<file path="config.mk">
export PLATFORM = sky130hd
export DESIGN_NAME = rx_descramble_pn_gen
export DESIGN_NICKNAME = d
export VERILOG_FILES = /design/src/rtl/rx_descramble_pn_gen.sv
export SDC_FILE = /design/constraint.sdc
export NUM_CORES = 1
export LEC_CHECK = 0
export BUFFER_PORTS_ARGS = -buffer_cell sky130_fd_sc_hd__buf_2
export CORE_UTILIZATION = 32
export CTS_BUF_LIST = sky130_fd_sc_hd__clkbuf_8 sky130_fd_sc_hd__clkbuf_16
export DETAILED_ROUTE_END_ITERATION = 7
export GPL_ROUTABILITY_DRIVEN = 0
export PLACE_DENSITY = 0.53
export SLEW_MARGIN = 20
export SYNTH_ARGS = -nofsm -noshare
export SYNTH_HDL_FRONTEND = slang
export SYNTH_SLANG_ARGS = --single-unit
export TNS_END_PERCENT = 100
</file>
<file path="constraint.sdc">
create_clock -name logic_clk_in -period 3.35 [get_ports logic_clk_in]
set_input_delay 0.1675 -clock logic_clk_in [delete_from_list [all_inputs] [get_ports logic_clk_in]]
set_output_delay 0.1675 -clock logic_clk_in [all_outputs]
set_load 0.01 [all_outputs]
</file>
<file path="src/rtl/rx_descramble_pn_gen.sv">
// rtl/rx_descramble_pn_gen.sv - receive-side PN generator and frame sequencer
`timescale 1ns/1ps
module rx_descramble_pn_gen #(
    parameter int                HDR_WORDS = 16,
    parameter int                BLK_WORDS = 93,
    parameter int                LFSR_W    = 15,
    parameter logic [LFSR_W-1:0] LFSR_TAPS = 15'h6000
) (
    input  logic              logic_clk_in,
    input  logic              logic_rst_in,
    input  logic              frame_start_in,
    input  logic [LFSR_W-1:0] seed_in,
    input  logic [7:0]        blk_num_in,
    input  logic              data_pulse_in,
    input  logic [31:0]       data_in,
    output logic              data_pulse_out,
    output logic [31:0]       data_out,
    output logic [31:0]       pn_out,
    output logic              header_flag_out,
    output logic              frame_done_out,
    output logic              overrun_flag_out
);

    localparam int MAX_WORDS = (HDR_WORDS > BLK_WORDS) ? HDR_WORDS : BLK_WORDS;
    localparam int WCW       = (MAX_WORDS > 1) ? $clog2(MAX_WORDS) : 1;
    localparam logic [WCW-1:0] HDR_LAST = WCW'(HDR_WORDS - 1);
    localparam logic [WCW-1:0] BLK_LAST = WCW'(BLK_WORDS - 1);

    typedef enum logic [1:0] {IDLE, HEADER, DATA, DONE} state_t;

    state_t            state;
    logic [WCW-1:0]    word_cnt;
    logic [7:0]        blk_cnt;
    logic [7:0]        n_lat;
    logic [LFSR_W-1:0] lfsr;

    state_t            cur_state;
    logic [WCW-1:0]    cur_word;
    logic [7:0]        cur_blk;
    logic [7:0]        cur_n;
    logic [LFSR_W-1:0] cur_lfsr;
    logic [LFSR_W-1:0] lfsr_nxt;
    logic [31:0]       pn_nxt;

    // 32 Fibonacci steps unrolled; the first generated bit lands in bit 31.
    function automatic logic [LFSR_W+31:0] pn_step(input logic [LFSR_W-1:0] s);
        logic [LFSR_W-1:0] st;
        logic [31:0]       pn;
        logic              fb;
        st = s;
        pn = '0;
        for (int k = 0; k < 32; k++) begin
            fb        = ^(st & LFSR_TAPS);
            pn[31-k]  = fb;
            st        = {st[LFSR_W-2:0], fb};
        end
        return {st, pn};
    endfunction

    // A frame start overrides the current context in the same cycle, so a
    // coinciding pulse is handled as header word 0 of the new frame.
    always_comb begin
        cur_state = state;
        cur_word  = word_cnt;
        cur_blk   = blk_cnt;
        cur_n     = n_lat;
        cur_lfsr  = lfsr;
        if (frame_start_in) begin
            cur_state = HEADER;
            cur_word  = '0;
            cur_blk   = '0;
            cur_n     = blk_num_in;
            cur_lfsr  = (seed_in == '0) ? LFSR_W'(1) : seed_in;
        end
        {lfsr_nxt, pn_nxt} = pn_step(cur_lfsr);
    end

    always_ff @(posedge logic_clk_in or negedge logic_rst_in) begin
        if (!logic_rst_in) begin
            state            <= IDLE;
            word_cnt         <= '0;
            blk_cnt          <= '0;
            n_lat            <= '0;
            lfsr             <= '0;
            data_pulse_out   <= 1'b0;
            data_out         <= '0;
            pn_out           <= '0;
            header_flag_out  <= 1'b0;
            frame_done_out   <= 1'b0;
            overrun_flag_out <= 1'b0;
        end else begin
            data_pulse_out <= 1'b0;
            frame_done_out <= 1'b0;

            if (frame_start_in) begin
                state            <= HEADER;
                word_cnt         <= '0;
                blk_cnt          <= '0;
                n_lat            <= cur_n;
                lfsr             <= cur_lfsr;
                overrun_flag_out <= 1'b0;
            end

            if (data_pulse_in) begin
                case (cur_state)
                    HEADER: begin
                        data_pulse_out  <= 1'b1;
                        data_out        <= data_in;
                        pn_out          <= '0;
                        header_flag_out <= 1'b1;
                        if (cur_word == HDR_LAST) begin
                            word_cnt <= '0;
                            if (cur_n == 8'd0) begin
                                state          <= DONE;
                                frame_done_out <= 1'b1;
                            end else begin
                                state <= DATA;
                            end
                        end else begin
                            word_cnt <= cur_word + 1'b1;
                        end
                    end
                    DATA: begin
                        data_pulse_out  <= 1'b1;
                        data_out        <= data_in;
                        pn_out          <= pn_nxt;
                        header_flag_out <= 1'b0;
                        lfsr            <= lfsr_nxt;
                        if (cur_word == BLK_LAST) begin
                            word_cnt <= '0;
                            blk_cnt  <= cur_blk + 8'd1;
                            if (cur_blk + 8'd1 == cur_n) begin
                                state          <= DONE;
                                frame_done_out <= 1'b1;
                            end
                        end else begin
                            word_cnt <= cur_word + 1'b1;
                        end
                    end
                    default: overrun_flag_out <= 1'b1;
                endcase
            end
        end
    end

endmodule

</file>
[Yosys cells after proc, flatten, opt, wreduce, memory -nomap -nowiden]
Cells that the tools add are included.
Widths: inputs -> output; s select.
Word-level totals
  bits in registers: 108
  latch bits: 0
  memory bits (writable): 0
  bits in read-only memories: 0
  input bits: 59
  output and inout bits: 68
  logic and storage cells: 91
  memories: 0
Cells by class
  add/sub/neg operators: 2
  multipliers: 0
  div/mod/pow operators: 0
  magnitude comparators: 0
  eq/ne operators: 5
  shifts and indexed selects: 0
  multiplexer cells: 35
  bitwise operators: 0
  reduce and logical (&&, ||, !) cells: 38
Operator list (number)
  $reduce_xor 15->1: 32
  $mux 15: 5
  $pmux 32 s2: 1
  $mux 8: 5
  $mux 7: 4
  $logic_not 15->1: 1
  $pmux 7 s2: 1
  $mux 1: 11
  $mux 2: 5
  $add 8x1->8 const B: 1
  $eq 8x8->1: 1
  $logic_not 8->1: 1
  $add 7x1->7 const B: 1
  $eq 7x4->1 const B: 1
  $eq 7x7->1 const B: 1
  $pmux 1 s2: 2
  $pmux 2 s2: 1
  $reduce_and 2->1: 2
  $eq 2x1->1 const B: 1
  $eq 2x2->1 const B: 1
  $reduce_bool 2->1: 1
  $reduce_or 2->1: 1

[Logic depth before layout (Yosys ltp)]
  word-level depth: 8
  mapped depth: 11
  mapped depth without buffers: 9

[Worst setup path after synthesis]
Ideal clock, no wire load.
  path type: input-to-reg
  start point: input port frame_start_in
  end point: register frame_done_out
  library setup time: 95 ps
  arrival time: 2180 ps
  required time: 3255 ps
  setup slack: 1075 ps
  stages: 10
  buffers on the path: 3
  cell sequence: buf_2 -> buf_4 -> clkbuf_1 -> nor2b_1 -> ha_1 -> xnor3_1 -> nand3_1 -> a2111oi_2 -> o211ai_1 -> o31ai_1
On the way
  cells in the longest elaborated chain, start to end: 7
  elaborated cells between the ends (all ways): 17
  those cells by class: add/sub (1); eq/ne (5); mux (10); reduce/logical (1)
RTL lines
  start: declaration: line 11  | input logic frame_start_in,
  $mux 8: line 68  | if (frame_start_in) begin
  $add 8x1->8: line 132  | if (cur_blk + 8'd1 == cur_n) begin
  $eq 8x8->1: line 132
  $mux 1: line 132
  $mux 1: line 129  | if (cur_word == BLK_LAST) begin
  $pmux 1 s2 (*): line 105  | case (cur_state)
  $mux 1 (*): line 104  | if (data_pulse_in) begin
  end signal: assignment: line 93  | frame_done_out <= 1'b0;
  end signal: assignment: line 115  | frame_done_out <= 1'b1;
  end signal: assignment: line 134  | frame_done_out <= 1'b1;
  end: declaration: line 20  | output logic frame_done_out,
Every way passes the cells marked *; elsewhere a longest branch is shown, timed or not.
A chain may end at the register's enable or synchronous reset.

[Worst setup path in the final report]
  start point: register state[0]
  end point: register frame_done_out
On the way
  cells in the longest elaborated chain, start to end: 4
  elaborated cells between the ends (all ways): 5
  those cells by class: eq/ne (2); mux (3)
RTL lines
  start: declaration: line 31  | state_t state;
  start signal: assignment: line 80  | state <= IDLE;
  start signal: assignment: line 96  | state <= HEADER;
  start signal: assignment: line 114  | state <= DONE;
  $mux 2 (*): line 68
  $eq 2x2->1 or $eq 2x1->1 (tied branches): line 105
  $pmux 1 s2 (*): line 105
  $mux 1 (*): line 104
  end signal: assignment: line 89  | frame_done_out <= 1'b0;
  end signal: assignment: line 93
  end signal: assignment: line 115
Marks and branches as above.

==> implementation parameters <==
Parameter                              Value

Run status
  Run status    completed

Clock network
  Clock-pin slew on the worst setup and hold paths    0.08 ns
  Post-CTS setup-driven buffer insertion count    0
  Cell at the root of the clock tree    clkbuf_16
  Quantity of hold-fixing buffers added after cts    10
  Total of cells resized after clock tree synthesis    0
  Insertion delay of the later-clocked pin in the worst-skew pair    0.36 ns
  Total clock buffers created by CTS    9
  TritonCTS Sinks    108
  Deepest clock path buffer count    2
  TritonCTS clock tree    built
  H-tree levels    3

Synthesis
  Most frequently used flop master after synthesis    dfrtp_1
  Arithmetic-cell share of the synthesized area counting full adders, half adders and majority gates    1.23%
  Most used standard cells in the synthesized netlist    134 x nand2_1, 108 x dfrtp_1, 32 x o21ai_0
  Area fraction in and, or, nand and nor cells after synthesis    19.1%
  Share of flip-flops with an asynchronous set or reset    100%
  Most area-hungry cell type in the Yosys netlist    dfrtp_1
  Fraction of the yosys area taken by sequential cells    53.1%
  Synth cell types    49
  Yosys warns    0
  Instance count of the mapped netlist    517
  Xor and xnor area share after synthesis    8.70%
  Dominant combinational cell family by area after synthesis    simple AND/OR/NAND/NOR gates
  Post-synthesis mux area share    4.72%
  Post-synthesis instance area    0.00509 mm2
  Synthesized flop and latch total    108
  Library cell with the highest instance count after synthesis    nand2_1
  Synth Area in Compound Gates    10.1%
  Synth top area share    53.1%
  Top cells by area in the synthesized netlist    dfrtp_1 53%, nand2_1 9.9%, xor2_1 4.8%
  Syn_area_per_cell    9.85 um2
  Number of synthesized flops with an enable pin    0
  Number of nets produced by synthesis    581

Power and ir drop
  Relative contribution of sequential cells to total power    46.8%
  Final total power    3.00 mW
  Worst VDD drop    0.270 mV
  Leakage power figure    3.27 nW
  Power per unit of standard cell area    470 mW/mm2
  Cell internal power dissipation    2.22 mW
  Switching share of power    26.2%
  Switching power summed over all nets    0.787 mW
  Clk network pwr share    39.6%
  Combinational fraction of design power    13.5%

Die
  Number of placement rows    45
  Die boundary width    128 um
  Area of the die    0.0164 mm2
  Top Ports    127
  Initial cell density of the core    33.1%
  Area of the core    0.0154 mm2
  Die height    128 um

Final layout
  Core Util, Final    41.6%
  Layout overhead on the synthesized area    25.5%
  Layout filler cell count    1550
  Share of final-layout standard cells stronger than drive strength 1    24.8%
  Final net count    712
  Antenna Cells    0

STA
  Number of failing setup endpoints in the final timing report    0
  Number of slew-limit violations in the final report    0
  Max-Slew Margin vs Limit    52.1%
  Final hold slack    0.00658 ns
  Worst clock skew    0.0102 ns
  Max Clock Freq    427 MHz
  Transition time at the pin with the least slew margin    0.718 ns
  Fin crit share    69.9%
  Unrepaired setup endpoints after global routing    no
  Summed negative setup slack over all endpoints    0 ns
  Number of hold-slack violations in the final timing report    0
  Period minus WS final    2.34 ns

Setup path
  Combined buffer and inverter count along the critical path    2
  Category of the worst setup path capture point    register
  Peak per-stage delay on the critical path    0.36 ns
  Worst Path Required    3.61 ns
  Chain of cells forming the critical path    or2_2 > ha_1 > nand2b_2 > clkinv_1 > buf_4 > nand2_1 > a2111oi_2 > o211ai_1 > o31ai_1
  Data arrival time of the worst path    2.60 ns
  CP max-delay cell    dfrtp_1
  Nature of the critical path startpoint    register
  Type of the setup path with the least slack    reg2reg
  Maximum fanout along the worst path    28
  Family of cells with the greatest summed delay on the critical path    simple AND/OR/NAND/NOR gates

Global route
  Number of antenna violations at the first check in global routing    0
  GR Overflow Total    0
  Number of global-route vias before repair    4088
  Total routing usage reported by global routing    16.3%
  First-pass GRT wire length    20800 um
  Maximum number of pins on one net before global-route repair    81

Drt
  Vias per cell    4.76
  Initial detailed-routing violation count    271
  WL/cell    14.9 um
  Number of design rule violations left after detail routing    0
  Via count    4114
  Antenna-violating nets left    0
  Total wire length    12800 um
  Count of TritonRoute iterations in the first routing pass    4

Flow run
  Max-capacitance violation count    0

Worst hold path
  Hold Crit Class    in2reg

Placed design
  Number of port buffers    126
  Final HPWL DP    9100 um
placed cells by master (no fill, tap or decap), types with 3 or more instances in the layout:
master / count
a21oi_1: 19
a22o_1: 14
buf_2: 125
buf_4: 9
clkbuf_16: 9
dfrtp_1: 108
dlygate4sd3_1: 11
ha_1: 5
inv_1: 8
mux2_2: 4
mux2i_1: 18
nand2_1: 134
nand3_1: 8
nand4_1: 7
nor2_1: 26
nor2b_1: 7
nor3_1: 5
nor4_1: 5
o211ai_1: 3
o21a_1: 3
o21ai_0: 32
or3_1: 4
xnor2_1: 20
xor2_1: 28
state kept, by name (all words and copies together), names as in the netlist:
name	count
n_lat	8
word_cnt	7
data_out	32
blk_cnt	8
state	2
pn_out	32
overrun_flag_out	1
frame_done_out	1
lfsr	15
data_pulse_out	1
header_flag_out	1
power groups by stage:
stage | sequential [mW] | combinational, mW | clock, mW
after global routing | 1.42 | 0.456 | 1.27
after floorplan | 1.45 | 0.222 | 0
final | 1.41 | 0.406 | 1.19
after global placement | 1.43 | 0.400 | 0
after CTS | 1.41 | 0.412 | 1.22
after detailed placement | 1.43 | 0.401 | 0
worst reg2reg max path, delay by kind of cell, from the launching register on:
kind	cells	cell delay [ns]
flops	1	0.36
compound gates	3	0.59
simple gates	3	0.63
buf+inv	2	0.33
fa+ha+maj	1	0.33
through the flow:
| stage | std cells | setup WS, ns | cell area [um2] |
|---|---|---|---|
| after floorplan | 517 | 1.07 | 5090 |
| after global placement | 837 | 0.890 | 5940 |
| after detailed placement | 837 | 0.824 | 5940 |
| after CTS | 863 | 0.997 | 6370 |
| after global routing | 864 | 0.810 | 6390 |
| final | 864 | 1.01 | 6390 |
final cells by class:
cell class / instances / area [um2] / area share [%]
Sequential cell: 108 / 2700 / 42.3
Tap cell: 211 / 264 / 4.13
Multi-Input combinational cell: 373 / 2240 / 35.0
Clock inverter: 6 / 95.1 / 1.49
Clock buffer: 10 / 239 / 3.74
Inverter: 10 / 37.5 / 0.588
Timing Repair Buffer: 146 / 815 / 12.7
per-layer routing:
metal  track usage [%]  routed length, um
met1              21.1               5770
met2              27.9               6410
met3              3.05                507
met4              4.71                141
met5                 0                  0
worst paths after layout:
path | startpoint | end | slack (ns) | cells after the start
hold reg to reg | data_out[15]$_DFFE_PN0P_ | data_out[15]$_DFFE_PN0P_ | 0.47 | 2
setup reg to reg | state[0]$_DFF_PN0_ | frame_done_out$_DFF_PN0_ | 1.01 | 9
min in group asynchronous | logic_rst_in | pn_out[27]$_DFFE_PN0P_ | 0.42 | 2
max in group asynchronous | logic_rst_in | frame_done_out$_DFF_PN0_ | 2.21 | 3
hold / removal | data_in[3] | data_out[3]$_DFFE_PN0P_ | 0.007 | 3
setup / recovery | state[0]$_DFF_PN0_ | frame_done_out$_DFF_PN0_ | 1.01 | 9
logic make-up (layout without fill, tap and decap cells):
group,Yosys count,count (layout)
simple gates,214,214
flops,108,108
fa+ha+maj,5,5
compound gates,82,82
buf+inv,36,172
mux,23,23
xor+xnor,49,49
(Power assumes the default switching activity.)
